--- src/rtl/demux_7_32b_reg_if.sv ---
// Request/lane bundle for the registered 1-to-7 word distributor.
// master = requester driving words in; slave = the distributor itself.
interface demux_7_32b_reg_if;
    logic        in_valid;
    logic [2:0]  selector;
    logic [31:0] in_data;
    logic        in_ready;
    logic [31:0] out_0, out_1, out_2, out_3, out_4, out_5, out_6;
    logic        wr_0, wr_1, wr_2, wr_3, wr_4, wr_5, wr_6;
    logic [6:0]  lane_valid;
    logic        clr_done;
    logic [7:0]  write_count;

    modport master (
        output in_valid, selector, in_data,
        input  in_ready,
        input  out_0, out_1, out_2, out_3, out_4, out_5, out_6,
        input  wr_0, wr_1, wr_2, wr_3, wr_4, wr_5, wr_6,
        input  lane_valid, clr_done, write_count
    );

    modport slave (
        input  in_valid, selector, in_data,
        output in_ready,
        output out_0, out_1, out_2, out_3, out_4, out_5, out_6,
        output wr_0, wr_1, wr_2, wr_3, wr_4, wr_5, wr_6,
        output lane_valid, clr_done, write_count
    );
endinterface

--- src/rtl/demux_7_32b_reg.sv ---
// Registered 1-to-7 distributor: capture stage S1, commit stage S2 into seven
// held 32-bit lanes with per-lane write strobes; selector 7 clears all lanes.
module demux_7_32b_reg (
    input  logic                clk,
    input  logic                reset,
    demux_7_32b_reg_if.slave    bus
);
    localparam logic [0:0] RUN   = 1'b0;
    localparam logic [0:0] CLEAR = 1'b1;
    localparam logic [2:0] SEL_CLEAR = 3'b111;

    logic [0:0]  state;
    logic        s1_full;
    logic [2:0]  s1_sel;
    logic [31:0] s1_data;
    logic [31:0] lanes [7];
    logic [6:0]  wr;
    logic [6:0]  lane_valid;
    logic        clr_done;
    logic [7:0]  write_count;
    logic        accept;
    logic        commit_clear;

    assign bus.in_ready  = (state == RUN);
    assign accept        = bus.in_valid && (state == RUN);
    assign commit_clear  = s1_full && (s1_sel == SEL_CLEAR);

    always_ff @(posedge clk or posedge reset) begin
        if (reset) begin
            s1_full <= 1'b0;
            s1_sel  <= '0;
            s1_data <= '0;
        end else begin
            s1_full <= accept;
            if (accept) begin
                s1_sel  <= bus.selector;
                s1_data <= bus.in_data;
            end
        end
    end

    // S2 drains S1 every edge, even in CLEAR, so a word captured alongside a
    // clear commit lands on the edge that leaves CLEAR.
    always_ff @(posedge clk or posedge reset) begin
        if (reset) begin
            state       <= RUN;
            wr          <= '0;
            lane_valid  <= '0;
            clr_done    <= 1'b0;
            write_count <= '0;
            for (int unsigned i = 0; i < 7; i++) lanes[i] <= '0;
        end else begin
            wr       <= '0;
            clr_done <= 1'b0;
            state    <= commit_clear ? CLEAR : RUN;
            if (commit_clear) begin
                for (int unsigned i = 0; i < 7; i++) lanes[i] <= '0;
                lane_valid <= '0;
                clr_done   <= 1'b1;
            end else if (s1_full) begin
                for (int unsigned i = 0; i < 7; i++) begin
                    if (s1_sel == 3'(i)) begin
                        lanes[i]      <= s1_data;
                        wr[i]         <= 1'b1;
                        lane_valid[i] <= 1'b1;
                    end
                end
                if (write_count != 8'hFF) write_count <= write_count + 8'd1;
            end
        end
    end

    assign bus.out_0 = lanes[0];
    assign bus.out_1 = lanes[1];
    assign bus.out_2 = lanes[2];
    assign bus.out_3 = lanes[3];
    assign bus.out_4 = lanes[4];
    assign bus.out_5 = lanes[5];
    assign bus.out_6 = lanes[6];
    assign bus.wr_0  = wr[0];
    assign bus.wr_1  = wr[1];
    assign bus.wr_2  = wr[2];
    assign bus.wr_3  = wr[3];
    assign bus.wr_4  = wr[4];
    assign bus.wr_5  = wr[5];
    assign bus.wr_6  = wr[6];
    assign bus.lane_valid  = lane_valid;
    assign bus.clr_done    = clr_done;
    assign bus.write_count = write_count;
endmodule
--- src/flat_wrapper.sv ---
// flat-port wrapper written by rule: the top's interface ports become plain ports
module demux_7_32b_reg_flat 
  (clk, reset, bus_in_valid, bus_selector, bus_in_data, bus_in_ready, bus_out_0, bus_out_1, bus_out_2, bus_out_3, bus_out_4, bus_out_5, bus_out_6, bus_wr_0, bus_wr_1, bus_wr_2, bus_wr_3, bus_wr_4, bus_wr_5, bus_wr_6, bus_lane_valid, bus_clr_done, bus_write_count);
  demux_7_32b_reg_if bus_i ();
  input  logic clk;
  input  logic reset;
  input wire logic [$bits(bus_i.in_valid)-1:0] bus_in_valid;
  input wire logic [$bits(bus_i.selector)-1:0] bus_selector;
  input wire logic [$bits(bus_i.in_data)-1:0] bus_in_data;
  output wire logic [$bits(bus_i.in_ready)-1:0] bus_in_ready;
  output wire logic [$bits(bus_i.out_0)-1:0] bus_out_0;
  output wire logic [$bits(bus_i.out_1)-1:0] bus_out_1;
  output wire logic [$bits(bus_i.out_2)-1:0] bus_out_2;
  output wire logic [$bits(bus_i.out_3)-1:0] bus_out_3;
  output wire logic [$bits(bus_i.out_4)-1:0] bus_out_4;
  output wire logic [$bits(bus_i.out_5)-1:0] bus_out_5;
  output wire logic [$bits(bus_i.out_6)-1:0] bus_out_6;
  output wire logic [$bits(bus_i.wr_0)-1:0] bus_wr_0;
  output wire logic [$bits(bus_i.wr_1)-1:0] bus_wr_1;
  output wire logic [$bits(bus_i.wr_2)-1:0] bus_wr_2;
  output wire logic [$bits(bus_i.wr_3)-1:0] bus_wr_3;
  output wire logic [$bits(bus_i.wr_4)-1:0] bus_wr_4;
  output wire logic [$bits(bus_i.wr_5)-1:0] bus_wr_5;
  output wire logic [$bits(bus_i.wr_6)-1:0] bus_wr_6;
  output wire logic [$bits(bus_i.lane_valid)-1:0] bus_lane_valid;
  output wire logic [$bits(bus_i.clr_done)-1:0] bus_clr_done;
  output wire logic [$bits(bus_i.write_count)-1:0] bus_write_count;
  assign bus_i.in_valid = bus_in_valid;
  assign bus_i.selector = bus_selector;
  assign bus_i.in_data = bus_in_data;
  assign bus_in_ready = bus_i.in_ready;
  assign bus_out_0 = bus_i.out_0;
  assign bus_out_1 = bus_i.out_1;
  assign bus_out_2 = bus_i.out_2;
  assign bus_out_3 = bus_i.out_3;
  assign bus_out_4 = bus_i.out_4;
  assign bus_out_5 = bus_i.out_5;
  assign bus_out_6 = bus_i.out_6;
  assign bus_wr_0 = bus_i.wr_0;
  assign bus_wr_1 = bus_i.wr_1;
  assign bus_wr_2 = bus_i.wr_2;
  assign bus_wr_3 = bus_i.wr_3;
  assign bus_wr_4 = bus_i.wr_4;
  assign bus_wr_5 = bus_i.wr_5;
  assign bus_wr_6 = bus_i.wr_6;
  assign bus_lane_valid = bus_i.lane_valid;
  assign bus_clr_done = bus_i.clr_done;
  assign bus_write_count = bus_i.write_count;
  demux_7_32b_reg u_core (.clk(clk), .reset(reset), .bus(bus_i));
endmodule
--- config.mk ---
export PLATFORM = sky130hd
export DESIGN_NAME = demux_7_32b_reg_flat
export DESIGN_NICKNAME = d
export VERILOG_FILES = /design/src/rtl/demux_7_32b_reg_if.sv /design/src/rtl/demux_7_32b_reg.sv /design/src/flat_wrapper.sv
export SDC_FILE = /design/constraint.sdc
export NUM_CORES = 1
export LEC_CHECK = 0
export BUFFER_PORTS_ARGS = -buffer_cell sky130_fd_sc_hd__buf_2
export CORE_MARGIN = 2
export CORE_UTILIZATION = 47
export CTS_CLUSTER_DIAMETER = 60
export DETAILED_ROUTE_END_ITERATION = 7
export GPL_ROUTABILITY_DRIVEN = 0
export MAX_ROUTING_LAYER = met4
export PLACE_DENSITY = 0.73
export SYNTH_ARGS = -nofsm -noshare
export SYNTH_HDL_FRONTEND = slang
export SYNTH_SLANG_ARGS = --single-unit
--- constraint.sdc ---
create_clock -name clk -period 21.2 [get_ports clk]
set_input_delay 1.06 -clock clk [delete_from_list [all_inputs] [get_ports clk]]
set_output_delay 1.06 -clock clk [all_outputs]
set_load 0.005 [all_outputs]
==> results of run 1 <==
==> power by group <==
group	total [mW]	internal (mW)	switching, mW
Combinational	0.393	0.201	0.192
Clock	0.504	0.297	0.207
Sequential	0.825	0.702	0.123
Total	1.72	1.20	0.523
==> critical path: stages (launching register included) <==
cell     delay [ps]
dfrtp_2         920
nand4_4         770
inv_2          1000
nor2_4          390
a22o_1          290
==> synthesized netlist by cell type (all sizes together), types with 3 or more instances <==
cell type | number | area [um^2]
nand4 | 4 | 40.0
dfrtp | 283 | 7080
nand2b | 35 | 226
o21ai | 96 | 480
buf | 48 | 269
a21oi | 33 | 184
mux2 | 40 | 450
inv | 6 | 22.5
nand2 | 196 | 736
nor3b | 3 | 45.1
nand3 | 8 | 40.0
clkbuf | 17 | 65.1
a22o | 97 | 850
nor2 | 14 | 55.1
==> through the flow <==
step / instance area [um^2] / worst slack [ps] / util / std cells / hold slack (ps)
detailed placement: 12200 / 17260 / 0.545 / 1407 / 465
CTS: 13200 / 17650 / 0.587 / 1459 / 478
floorplan: 10700 / 12330 / - / 893 / 471
global route: 13200 / 17420 / 0.587 / 1459 / 496
finish: 13200 / 17680 / 0.587 / 1459 / 474
global placement: 12200 / 17290 / 0.545 / 1407 / 456
==> routing by layer <==
| metal | share of wire | track usage | routed length [um] |
|---|---|---|---|
| met2 | 0.46 | 0.373 | 13300 |
| met4 | 0.035 | 0.0891 | 1020 |
| met1 | 0.44 | 0.348 | 12700 |
| met5 | 0 | - | 0 |
| met3 | 0.069 | 0.0373 | 2010 |
==> logic make-up (layout without fill, tap and decap cells) <==
logic type | count (synthesis) | in the layout
fa+ha+maj | 1 | 1
mux | 40 | 40
simple gates | 266 | 266
compound gates | 228 | 228
xor+xnor | 3 | 3
flops | 283 | 283
buf+inv | 72 | 353
==> registers in the layout, summed over array words and instances (netlist names), 8 cells and up <==
name / count
u_core.bus.out_6: 32
u_core.bus.out_4: 32
u_core.bus.out_5: 32
u_core.bus.write_count: 8
u_core.bus.out_0: 32
u_core.s1_data: 32
u_core.bus.out_2: 32
u_core.bus.out_1: 32
u_core.bus.out_3: 32
==> area by class of cell <==
class	count	area, um^2
fillers	1867	9270
flip-flops and latches	283	7080
multi-input cells	538	3250
repair buffers	294	1490
clock buffers	43	838
well taps	285	357
clock inverters	9	101
inverters	7	38.8
==> final timing paths <==
path	cells past startpoint	to	slack (ps)
worst max-delay path	4	u_core.bus.out_1[25]	17680
min in group asynchronous	2	u_core.wr[4]	630
max in group asynchronous	4	u_core.bus.out_2[18]	17930
worst min register to register	2	u_core.bus.out_5[0]	470
worst max register to register	4	u_core.bus.out_1[25]	17680
worst min-delay path	2	u_core.bus.out_5[0]	470
==> metrics.cfg, run 1 <==
[run_status]
outcome = completed

[sta]
final-hold-violation-count = 0
max-slew-margin-rel = 0.259
finClkSkew_ps = 8.82
slew_violations = 0
fmax_ghz = 0.284
fin_tns_setup_ps = 0
rsz0062_at_grt = no
worst_pin_slew_ps = 1110
fin_crit_sh = 0.166
setup_viol = 0
period_needed_ps = 3520

[yosys]
synth_compound_area_frac = 0.144
synth_mux_area_frac = 0.0423
synthCells = 893
yosysSeqAreaShare = 0.665
synth_cell_types = 34
synth_ff_type = dfrtp_1
synthAdderAreaFrac = 0.00117
synth_fp_nets = 932
synth_warnings = 0
synth_xor_area_frac = 0.00247
async_flop_share = 1.00
syn_avg_cell_area_um2 = 11.9
synth_top_family_by_area = compound AO/OA/AOI/OAI gates
synth_area_um2 = 10700
yosys_register_bits = 283
synth_edf_count = 0
synth-simple-area-share = 0.112

[setup_path]
cp.required_ps = 21620
crit_start = u_core.s1_sel[2]
arrival_ps = 3940
cp_max_fo = 42
reg2reg_from = u_core.s1_sel[2]
path_class = flip-flop to flip-flop
critPathCaptureType = flip-flop
startpoint_type = flip-flop

[placement]
io_buffers = 285
dp_hpwl_um = 18400

[layout]
final_cell_mix = 285 x buf_2, 282 x dfrtp_1, 196 x nand2_1
final_common_cell = buf_2
area_growth_pct = 23.5
drive_above_1_share = 0.341
diodes = 0
nets = 1192

[floorplan]
fp.dieH_um = 155
rows = 55
die_w_um = 155
io_pins = 286
dieArea_um2 = 23900
core_um2 = 22400
start_util = 0.475

[grt]
grt_usage = 0.248
grt_start_max_net_pins = 121
grt_pass1_wl_um = 44900
antenna_found_initial = 0
grt-ovfl-total = 0
grt_pass1_vias = 7748

[hold_path]
hp-class = flip-flop to flip-flop
min_from = u_core.bus.out_5[0]

[routing]
wl_um = 29000
routedWlPerCell_um = 19.9
first_iter_violations = 554
via_count = 7854
drc = 0
viasPerCell = 5.38
drt-pass1-iter-count = 7
ant_nets = 0

[power]
ir_worst_vdd_v = 0.0000720
total_power_mw = 1.72
power_density_nw_per_um2 = 131
p_leak_nw = 6.88

[clock_tree]
clk_pin_slew_worst_paths_ps = 60
clockBufferDepth = 3
hold_buffers = 0
cts_setup_buffers = 0
htree_levels = 1
tritoncts = done
cts_sinks = 283
cts_root_buf = clkbuf_16
cts-resized-gates = 0
cts_made_buffers = 29
worstSkewPairLatency_ps = 540

[job]
max_cap_viol_count = 0

Note: power is estimated with default switching activity, not from simulation.
==> run 2, diff against run 1 <==
--- a/config.mk
+++ b/config.mk
@@ -5,6 +5,7 @@
 export SDC_FILE = /design/constraint.sdc
 export NUM_CORES = 1
 export LEC_CHECK = 0
+export ABC_AREA = 1
 export BUFFER_PORTS_ARGS = -buffer_cell sky130_fd_sc_hd__buf_2
 export CORE_MARGIN = 2
 export CORE_UTILIZATION = 47
@@ -12,7 +13,7 @@
 export DETAILED_ROUTE_END_ITERATION = 7
 export GPL_ROUTABILITY_DRIVEN = 0
 export MAX_ROUTING_LAYER = met4
-export PLACE_DENSITY = 0.73
+export PLACE_DENSITY = 0.75
 export SYNTH_ARGS = -nofsm -noshare
 export SYNTH_HDL_FRONTEND = slang
 export SYNTH_SLANG_ARGS = --single-unit
==> constraint.sdc (replaced) <==
create_clock -name clk -period 3.2 [get_ports clk]
set_input_delay 0.16 -clock clk [delete_from_list [all_inputs] [get_ports clk]]
set_output_delay 0.16 -clock clk [all_outputs]
set_load 0.005 [all_outputs]
==> run 2 against run 1 <==
Against the previous run: area after synthesis about the same; first-iteration DRC count up 14%; synthesized cell count up 21%; maximum frequency up 70%.
==> metrics.cfg, run 2 <==
[run_status]
outcome = completed

[hold_path]
holdPathEnd = u_core.s1_data[19]
hp-class = input pin to flip-flop
min_from = bus_in_data[19]
worstHoldPathCells = 4  ; +2

[setup_path]
r2r_end = u_core.bus.out_1[1]
r2r_setup_slack_ps = 1130  ; -16550 ps
startpoint_type = flip-flop
slowest_delay_ps = 470  ; -530 ps
reg2reg_from = u_core.s1_full
critPathCaptureType = flip-flop
reg2regPathDepth = 6  ; +2
path_class = flip-flop to flip-flop
cp.required_ps = 3550  ; -18070 ps
slowest_stage = dfrtp_1
worstPathCellList = nand2_1, nor2_2, nand2_8, buf_4, nand3_1, o21ai_0
arrival_ps = 2420  ; -1520 ps
cp_max_fo = 58  ; +38%

[yosys]
synth.top_cell.area_share = 0.665  ; about the same
synthCells = 1080  ; +21%
synth_ff_type = dfrtp_1
syn_avg_cell_area_um2 = 9.86  ; -17%
synth_warnings = 0  ; unchanged
synthTopCellsByCount = 286 x nand2_1, 283 x dfrtp_1, 207 x o21ai_0
synth_area_leaders = dfrtp_1 67%, nand2_1 10%, o21ai_0 9.7%
yosysTopAreaCell = dfrtp_1
synth_cell_types = 20  ; -41%
synth_area_um2 = 10600  ; about the same
async_flop_share = 1.00  ; unchanged
synth_fp_nets = 1119  ; +20%
yosysMostFrequentCell = nand2_1
yosysSeqAreaShare = 0.665  ; about the same
synth_edf_count = 0  ; unchanged
yosys_register_bits = 283  ; unchanged

[power]
power_density_nw_per_um2 = 789  ; +500%
power_frac_clock = 0.298  ; +0.005
total_power_mw = 10.7  ; +520%
p_leak_nw = 7.31  ; +6.2%
power.switching_mw = 3.26  ; +520%
ir_worst_vdd_v = 0.000523  ; +630%
internal_power_mw = 7.46  ; +520%
power_frac_seq = 0.479  ; about the same
switching_share = 0.304  ; +0.000568
p_comb_frac = 0.223  ; -0.005

[floorplan]
io_pins = 286  ; unchanged
start_util = 0.474  ; about the same
dieArea_um2 = 23900  ; about the same
rows = 55  ; unchanged
die_w_um = 154  ; about the same
fp.dieH_um = 154  ; about the same
core_um2 = 22400  ; unchanged

[grt]
use_met2 = 0.374  ; +0.00106
grt_start_max_net_pins = 72  ; -40%
grt_pass1_vias = 8555  ; +10%
grt-ovfl-total = 0  ; unchanged
grtUsageMet3 = 0.0392  ; +0.00196
antenna_found_initial = 1  ; +1
use_met1 = 0.371  ; +0.0233
gr-max-usage-layer = met2
grt_usage = 0.255  ; +0.00697
grt_pass1_wl_um = 47200  ; +5.1%

[sta]
slew_violations = 0  ; unchanged
fmax_ghz = 0.483  ; +70%
finClkSkew_ps = 13.7  ; +4.83 ps
rsz0062_at_grt = no
final-hold-violation-count = 0  ; unchanged
max-slew-margin-rel = 0.239  ; -0.0194
fin_crit_sh = 0.646  ; +0.480
fin_tns_setup_ps = 0  ; unchanged
period_needed_ps = 2070  ; -1450 ps
worst_pin_slew_ps = 1140  ; +25.1 ps
setup_viol = 0  ; unchanged

[routing]
ant_nets = 0  ; unchanged
routedWlPerCell_um = 17.7  ; -11%
wl_um = 29800  ; +2.8%
drt-pass1-iter-count = 5  ; -2
first_iter_violations = 633  ; +14%
drc = 0  ; unchanged
viasPerCell = 5.27  ; -2.1%
via_count = 8882  ; +13%

[layout]
drive_above_1_share = 0.257  ; -0.0836
final_cell_mix = 285 x buf_2, 284 x nand2_1, 283 x dfrtp_1
final_common_cell = buf_2
final_core_util = 0.606  ; +0.0189
area_growth_pct = 27.6
nets = 1418  ; +19%

[clock_tree]
cts_sinks = 283  ; unchanged
clockBufferDepth = 3  ; unchanged
cts_made_buffers = 29  ; unchanged
worstSkewPairLatency_ps = 540  ; about the same
cts_root_buf = clkbuf_16
clk_pin_slew_worst_paths_ps = 60  ; about the same
htree_levels = 1  ; unchanged
cts_setup_buffers = 0  ; unchanged
tritoncts = done

[placement]
io_buffers = 285  ; unchanged
dp_hpwl_um = 19900  ; +8.4%

[job]
max_cap_viol_count = 0  ; unchanged

[run 2: layout make-up]
type                    count  area, um^2
well taps                 285         357
repair buffers            339        1980
diodes                      1        2.50
clock buffers              44         852
clock inverters             8        56.3
flip-flops and latches    283        7080
fillers                  1880        8850
multi-input cells         670        3040
inverters                  56         214
[run 2: logic make-up (layout without fill, tap and decap cells)]
| kind of cell | count (synthesis) | count (layout) | share of synthesized area |
|---|---|---|---|
| XOR/XNOR | 3 | 3 | 0.00247 |
| AO/OA/AOI/OAI | 228 | 228 | 0.107 |
| adder cells (fa/ha/maj) | 1 | 1 | 0.00118 |
| flip-flops | 283 | 283 | 0.665 |
| AND/OR/NAND/NOR | 438 | 438 | 0.172 |
| other | 0 | 1 | 0 |
| buffers and inverters | 127 | 447 | 0.0516 |
[run 2: routing by layer]
layer / vias up / routed length, um
li1: 4135 / -
met2: 348 / 13500
met4: 0 / 816
met1: 4336 / 13700
met5: - / 0
met3: 63 / 1860
[run 2: worst max-delay path, delay by kind of cell (launching register included)]
family	cells	cell delay [ps]
compound gates	1	130
simple gates	4	800
flops	1	470
buf+inv	1	420
[run 2: power groups by stage]
| stage | clock, mW | sequential [mW] | combinational, mW |
|---|---|---|---|
| floorplan | 0 | 5.18 | 0.970 |
| global placement | 0 | 5.16 | 2.28 |
| finish | 3.20 | 5.14 | 2.39 |
| detailed placement | 0 | 5.16 | 2.37 |
| global route | 3.40 | 5.24 | 2.70 |
| CTS | 3.26 | 5.12 | 2.41 |
[run 2: how the worst max path moves through the flow]
stage | start | end | slack, ps
floorplan | reset | u_core.bus.lane_valid[0] | -710
global placement | u_core.s1_full | u_core.bus.out_5[24] | 1230
detailed placement | u_core.s1_full | u_core.bus.out_5[22] | 1140
CTS | u_core.s1_full | u_core.bus.out_6[22] | 1140
global route | u_core.s1_sel[0] | u_core.bus.out_2[23] | 920
finish | u_core.s1_full | u_core.bus.out_1[1] | 1130
[run 2: repair_timing]
action	CTS	global route
gates resized for setup	0	0
setup endpoints to repair	0	0
hold endpoints to repair	67	0
hold buffers	36	0
[run 2: stage by stage]
step,std cells,cell area (um^2),hold WS (ps),setup WS [ps]
after floorplan,1080,10600,281,-709
after global placement,1597,12300,368,1230
after detailed placement,1597,12300,372,1140
after CTS,1685,13600,351,1140
after global routing,1686,13600,381,919
final,1686,13600,380,1130
==> run 3, diff against run 2 <==
--- a/config.mk
+++ b/config.mk
@@ -13,7 +13,7 @@
 export DETAILED_ROUTE_END_ITERATION = 7
 export GPL_ROUTABILITY_DRIVEN = 0
 export MAX_ROUTING_LAYER = met4
-export PLACE_DENSITY = 0.75
+export PLACE_DENSITY = 0.73
 export SYNTH_ARGS = -nofsm -noshare
 export SYNTH_HDL_FRONTEND = slang
 export SYNTH_SLANG_ARGS = --single-unit
==> constraint.sdc (replaced) <==
create_clock -name clk -period 1.91 [get_ports clk]
set_input_delay 0.0955 -clock clk [delete_from_list [all_inputs] [get_ports clk]]
set_output_delay 0.0955 -clock clk [all_outputs]
set_load 0.005 [all_outputs]
==> run 3 against run 2 <==
Against the previous run: clock power is 78% higher; critical path depth up 1; power increased by 71%; register-to-register slack lost 1000 ps; first-iteration DRC count increased by 2.7%; design area rose by 2.0%; die area stayed put; via count grew 0.88%; sequential cell count did not move; worst hold slack worse by 330 ps; combinational power increased by 70%; largest power group unchanged.
==> metrics.cfg, run 3 (synthesized netlist as in run 2, its figures left out) <==
[run_status]
outcome = completed

[job]
max_cap_viol_count = 0  ; unchanged

[setup_path]
critPathCaptureType = flip-flop
path_class = flip-flop to flip-flop
cp_max_fo = 30  ; -48%
r2r_end = u_core.bus.out_6[17]
r2r_setup_slack_ps = 140  ; -1000 ps
worstPathCellList = nand2_1, nor2_2, nand2_8, buf_4, buf_4, nand2_1, o21ai_0
crit_buf_inv = 2  ; +1
slowest_stage = dfrtp_1
cp.required_ps = 2360  ; -1190 ps
reg2regPathDepth = 7  ; +1
arrival_ps = 2230  ; -190 ps
slowest_delay_ps = 430  ; -40 ps
reg2reg_from = u_core.s1_sel[1]
path_delay_family = buffers and inverters
startpoint_type = flip-flop

[placement]
dp.cells = 1609  ; +0.75%
dp_hpwl_um = 20400  ; +2.6%
io_buffers = 285  ; unchanged

[layout]
area_growth_pct = 30.2
final_common_cell = buf_2
final_cell_mix = 285 x buf_2, 284 x nand2_1, 283 x dfrtp_1
drive_above_1_share = 0.267  ; +0.0102
nets = 1431  ; +0.92%
fin_cells = 1700  ; +0.83%

[sta]
period_needed_ps = 1770  ; -295 ps
max-slew-margin-rel = 0.619  ; +0.380
final-hold-violation-count = 0  ; unchanged
finClkSkew_ps = 7.68  ; -5.97 ps
fin_crit_sh = 0.929  ; +0.282
whs_ps = 48.6  ; -331 ps
worst_pin_slew_ps = 571  ; -566 ps
fmax_ghz = 0.564  ; +17%
rsz0062_at_grt = yes
setup_viol = 0  ; unchanged
slew_violations = 0  ; unchanged
fin_tns_setup_ps = 0  ; unchanged

[power]
ir_worst_vdd_v = 0.000776  ; +48%
total_power_mw = 18.4  ; +71%
p_leak_nw = 7.45  ; +1.9%
power_density_nw_per_um2 = 1330  ; +68%

[clock_tree]
cts_setup_buffers = 0  ; unchanged
worstSkewPairLatency_ps = 540  ; about the same
cts_made_buffers = 30  ; +3.4%
clockBufferDepth = 3  ; unchanged
clk_pin_slew_worst_paths_ps = 60  ; about the same
cts_sinks = 283  ; unchanged
htree_levels = 1  ; unchanged
cts_root_buf = clkbuf_16
tritoncts = done
cts-resized-gates = 0  ; unchanged

[floorplan]
start_util = 0.474  ; unchanged
die_w_um = 154  ; unchanged
fp.dieH_um = 154  ; unchanged
rows = 55  ; unchanged
core_um2 = 22400  ; unchanged
io_pins = 286  ; unchanged
dieArea_um2 = 23900  ; unchanged

[routing]
ant_nets = 0  ; unchanged
viasPerCell = 5.27  ; about the same
first_iter_violations = 650  ; +2.7%
wl_um = 30400  ; +1.8%
drc = 0  ; unchanged
drt-pass1-iter-count = 5  ; unchanged
via_count = 8960  ; +0.88%
routedWlPerCell_um = 17.9  ; +1.0%

[grt]
grt-ovfl-total = 0  ; unchanged
antenna_found_initial = 1  ; unchanged
grt_usage = 0.260  ; +0.00460
grt_pass1_wl_um = 47900  ; +1.4%
grt_pass1_vias = 8534  ; -0.25%
grt_start_max_net_pins = 67  ; -6.9%

[hold_path]
worstHoldPathCells = 5  ; +1
holdPathEnd = u_core.s1_data[27]
min_from = bus_in_valid
hp-class = input pin to flip-flop

==> run 3: worst reg2reg max path, delay by kind of cell (launching register included) <==
kind	cells	cell delay (ps)
compound gates	1	210
flops	1	430
simple gates	4	430
buf+inv	2	630
==> run 3: how the worst max path moves through the flow <==
stage	from	to	cells after the start
global placement	u_core.s1_full	u_core.bus.out_0[11]	8
detailed placement	u_core.s1_full	u_core.bus.out_0[12]	8
CTS	u_core.s1_sel[1]	u_core.bus.out_6[5]	7
floorplan	reset	u_core.bus.lane_valid[0]	1
finish	u_core.s1_sel[1]	u_core.bus.out_6[17]	7
global route	u_core.s1_sel[1]	u_core.bus.out_2[17]	7
==> run 3: layout make-up <==
type,instances,area (um^2)
clock inverter,16,141
antenna,1,2.50
clock buffer,38,832
multi-input combinational,670,3040
fill,1883,8580
inverter,56,214
timing repair buffer,351,2190
tap,285,357
sequential,283,7080
==> run 3: timing repair <==
| action | in CTS | in global routing |
|---|---|---|
| hold buffers | 36 | 0 |
| endpoints found under the setup margin | 0 | 2 |
| endpoints found under the hold margin | 68 | 0 |
==> run 3: per-layer routing <==
layer	wire length (um)	track usage	vias up
li1	-	-	4169
met1	13800	0.383	4329
met2	13300	0.369	382
met3	2130	0.0387	80
met4	1140	0.0944	0
met5	0	-	-
==> run 3: per-stage QoR <==
step,setup WS [ps],util,cell area (um^2)
2_1_floorplan,-1930,-,10600
3_3_place_gp,258,0.558,12500
3_5_place_dp,157,0.558,12500
4_1_cts,139,0.617,13900
5_1_grt,-4.11,0.618,13900
6_report,136,0.618,13900
==> run 3: power breakdown <==
| group | switching [mW] | total [mW] | internal, mW |
|---|---|---|---|
| clock | 2.37 | 5.71 | 3.34 |
| combinational | 2.18 | 4.06 | 1.89 |
| sequential | 1.01 | 8.60 | 7.59 |
| total | 5.56 | 18.4 | 12.8 |
